`src/rtl/regfile_wb.sv`:
```
// Writeback stage: selects the MEM/WB result and commits it into a 2^AW-entry register file.
// Optional write-through bypass on the read ports when REGFILE_BYPASS_EN is defined.
module regfile_wb #(
    parameter int unsigned DW = 32,
    parameter int unsigned AW = 5,
    parameter int unsigned CW = 32
) (
    input  logic          Clk,
    input  logic          Clr,
    input  logic          En,
    input  logic          wWreg,
    input  logic          wReg2reg,
    input  logic [DW-1:0] wD,
    input  logic [DW-1:0] wC,
    input  logic [AW-1:0] wRd,
    input  logic [AW-1:0] Rs,
    input  logic [AW-1:0] Rt,
    output logic [DW-1:0] Qa,
    output logic [DW-1:0] Qb,
    output logic [DW-1:0] WbData,
    output logic [CW-1:0] WbCnt
);

    localparam int unsigned NReg = 2 ** AW;

    logic [DW-1:0] r_regs [NReg];
    logic [CW-1:0] r_cnt;
    logic          w_we;
    logic [DW-1:0] w_rd_a;
    logic [DW-1:0] w_rd_b;

    assign WbData = wReg2reg ? wD : wC;
    // wWreg/En gate first so an idle stage with X address/data never reaches state.
    assign w_we   = En & wWreg & (wRd != '0);

    always_ff @(posedge Clk) begin
        if (Clr) begin
            for (int i = 0; i < NReg; i++) begin
                r_regs[i] <= '0;
            end
            r_cnt <= '0;
        end else if (w_we) begin
            r_regs[wRd] <= WbData;
            r_cnt       <= r_cnt + CW'(1);
        end
    end

    assign w_rd_a = (Rs == '0) ? '0 : r_regs[Rs];
    assign w_rd_b = (Rt == '0) ? '0 : r_regs[Rt];
    assign WbCnt  = r_cnt;

`ifdef REGFILE_BYPASS_EN
    logic w_byp_a;
    logic w_byp_b;

    // w_we already excludes register 0, so no separate Rs/Rt != 0 term is needed.
    assign w_byp_a = w_we & ~Clr & (Rs == wRd);
    assign w_byp_b = w_we & ~Clr & (Rt == wRd);
    assign Qa      = w_byp_a ? WbData : w_rd_a;
    assign Qb      = w_byp_b ? WbData : w_rd_b;
`else
    assign Qa = w_rd_a;
    assign Qb = w_rd_b;
`endif

endmodule

```
`config.mk`:
```
export PLATFORM = sky130hd
export DESIGN_NAME = regfile_wb
export DESIGN_NICKNAME = d
export VERILOG_FILES = /design/src/rtl/regfile_wb.sv
export SDC_FILE = /design/constraint.sdc
export NUM_CORES = 2
export LEC_CHECK = 0
export BUFFER_PORTS_ARGS = -buffer_cell sky130_fd_sc_hd__buf_2
export CORE_MARGIN = 2
export CORE_UTILIZATION = 45
export DETAILED_ROUTE_END_ITERATION = 8
export HOLD_SLACK_MARGIN = 0.02
export PLACE_DENSITY = 0.63
export SYNTH_ARGS = -nofsm -noshare
export SYNTH_HDL_FRONTEND = slang
export SYNTH_SLANG_ARGS = --single-unit
```
`constraint.sdc`:
```
create_clock -name Clk -period 5.92 [get_ports Clk]
set_input_delay 0.592 -clock Clk [delete_from_list [all_inputs] [get_ports Clk]]
set_output_delay 0.592 -clock Clk [all_outputs]
set_load 0.01 [all_outputs]
```
==> results.md <==
* Status: completed
* Final period utilization at around three quarters
* Crit-path cells: buf_8 > buf_4 > mux4_2 > mux2_2 > o21ai_0 > a31oi_1 > buf_2
* Peak supply drop at 0.2660 mV
* Total gr overflow at 0
* Initial Utilization at between 40% and 50%
* WP data required at around 5.3 ns
* Final Net Count at 3920
* Largest net degree at the start of global routing at 80
* Hold_buf cts at 0
* Syn_area_per_cell at between 10 and 15 sq um
* Maximum clock frequency at approximately 0.23 GHz
* Skew final at between 0.006 and 0.007 ns
* Register area share after synthesis at between 50% and 60%
* Wire length per cell at about 35 um
* Warnings from Yosys at 0
* Placed cell count at ~5.3k
* Critical Path Source Type: input pin
* Drt first pass iters at 6
* Share of cells above drive strength 1 at 30.90%
* Slew HR at approximately 16%
* Final Total Pwr at between 15 and 20 mW
* Antenna Violating Nets Remaining at 0
* Core area at ~0.12 sq mm
* Die height at roughly 350 um
* Critical path class: in -> out
* Crit path max fanout at 67
* Row count at about 130
* CTS resizes at 0
* DRC Markers at 0
* Slew @ Worst Pin at roughly 1.2 ns
* Vias per inst at ~6.6
* Critical Path Sink Type: output pin
* Synthesized area at roughly 0.054 sq mm
* Most frequent cells in the layout: nor2_1 (1042), edfxtp_1 (1024), mux4_2 (512)
* Max stage delay on crit path at about 0.77 ns
* Area of the die at 0.1233 sq mm
* Hold_sp: Clr
* # clock sinks at roughly 1.1k
* Routed vias at around 37k
* Most common cell after layout, fill and taps aside: nor2_1
* CTS Buf Count at between 100 and 150
* Die width at ~350 um
* Worst Hold Class: in -> reg
* Top Ports at approximately 210
* RSZ-0062 raised after global routing: false
* Main synth FF type: edfxtp_1
* Post-synthesis cell type count at 46
* PortBufs at roughly 210
* H-Tree Level Count at 3
* CP Data Arrival Time at about 3.8 ns
* Synthesis-to-finish area growth at 12.08%
* Slowest-stage cell, CP: o21ai_0
* Tot GR Track Use at 31.21%
* Initial antenna violation count at 10
* Mapped Cells at 3757
* Root Driver: clkbuf_16
* Placer Congestion at approximately 0.86
* Setup_tns at 0 ns
* Final min period at 4.391 ns
* Fin area at 0.06080 sq mm
* DRT iter0 DRCs at about 6.0k
* DP HPWL at about 110000 um
* CTS tree: yes
* Synthesis-stage register bit count at ~1.1k
* Max-slew violations at 0
* Vias in the first global route at 35.78k
* Final Non-Filler Cells at 5537
* Max clock buf depth at 3
* Placed Area at between 0.05 and 0.06 sq mm
* Power density cells at ~300 mW/mm^2
* Routed WL at 193200 um
* Async S/R FF share, synth at 0%
* Final setup vio count at 0
* Crit path from: Rt[0]
* Reg-to-reg startpoint: WbCnt[3]
* LEAKAGE at around 21 nW
* Post-CTS Setup Bufs at 0
* Max Cap Viol at 0
* Number of fill cells at 9966
* Insertion delay to the later sink of the worst-skew pair at 0.69 ns
* Post-synth EDFFs at slightly above 1k
* Hold Fails Final Rpt at 0
* Clock transition at the registers of the reported paths at roughly 0.060 ns
* Global-route wire length before repair at about 270000 um
[flip-flops by register name, summed over array words and instances, names as in the netlist]
signal,flops
WbCnt,32
r_regs,1024
[routing by layer]
layer	vias up	wire, um	part of all wire [%]	GRT usage (%)
met5	-	89	0.046	0.3925
met4	6	9913	5.1	14.30
met3	515	26260	14	8.059
met2	2880	88350	46	48.26
met1	18960	68600	36	41.60
li1	14450	-	-	-
[worst paths after layout]
| kind | to | cells after the start | slack [ns] |
|---|---|---|---|
| worst max-delay path | Qb[26] | 7 | 1.53 |
| worst min-delay path | WbCnt[2] | 2 | 0.41 |
| worst max register to register | WbCnt[31] | 5 | 3.85 |
| worst min register to register | WbCnt[1] | 2 | 0.55 |
[Yosys cell counts, types with 33 or more instances]
cell | instances | share of area, %
a22oi_1 | 50 | 0.69
mux2i_1 | 111 | 2.0
mux4_2 | 512 | 21
nor2_1 | 1046 | 7.2
a21oi_1 | 81 | 0.75
inv_1 | 33 | 0.23
buf_2 | 68 | 0.63
clkbuf_1 | 243 | 1.7
edfxtp_1 | 1024 | 57
mux2_2 | 114 | 2.4
nand2_1 | 88 | 0.61
o21ai_0 | 50 | 0.46
a31oi_1 | 50 | 0.58
buf_6 | 37 | 0.77
nand2b_1 | 33 | 0.38
[area by class of cell]
class	instances	area [sq um]	share of cell area (%)
inverter	33	123.9	0.2037
sequential	1056	31390	51.63
timing repair buffer	326	2122	3.490
clock buffer	141	2912	4.789
multi-input combinational	2307	21640	35.58
antenna	3	7.507	0.01235
clock inverter	59	594.3	0.9775
tap	1612	2017	3.317
[power by group]
| group | internal, mW | switching, mW |
|---|---|---|
| sequential | 8.58 | 0.198 |
| combinational | 0.942 | 1.39 |
| clock | 3.87 | 3.04 |
| total | 13.4 | 4.62 |
[critical path: cells and delay by family]
kind | cells | cell delay [ns]
compound gates | 2 | 0.95
buf+inv | 3 | 1.32
mux | 2 | 0.82
[kinds of logic after synthesis]
| logic type | synth area share [%] |
|---|---|
| xor gates and xnor gates | 0.4682 |
| adders and majority gates | 0.02306 |
| other | 0.006913 |
| DFF | 57.87 |
| buffers and inverters | 3.780 |
| and+or+nand+nor | 9.231 |
| AOI/OAI and AO/OA | 2.927 |
| muxes | 25.70 |
[through the flow]
step                      hold slack, ns  util [%]  setup WS [ns]
after global routing              0.4347     50.74          1.573
after global placement            0.5287     47.82          1.692
after floorplan                   0.5479         -          3.305
after CTS                         0.3989     50.74          1.748
after detailed placement          0.5409     47.82          1.750
final                             0.4095     50.75          1.529
Note: power is estimated with default switching activity, not from simulation.
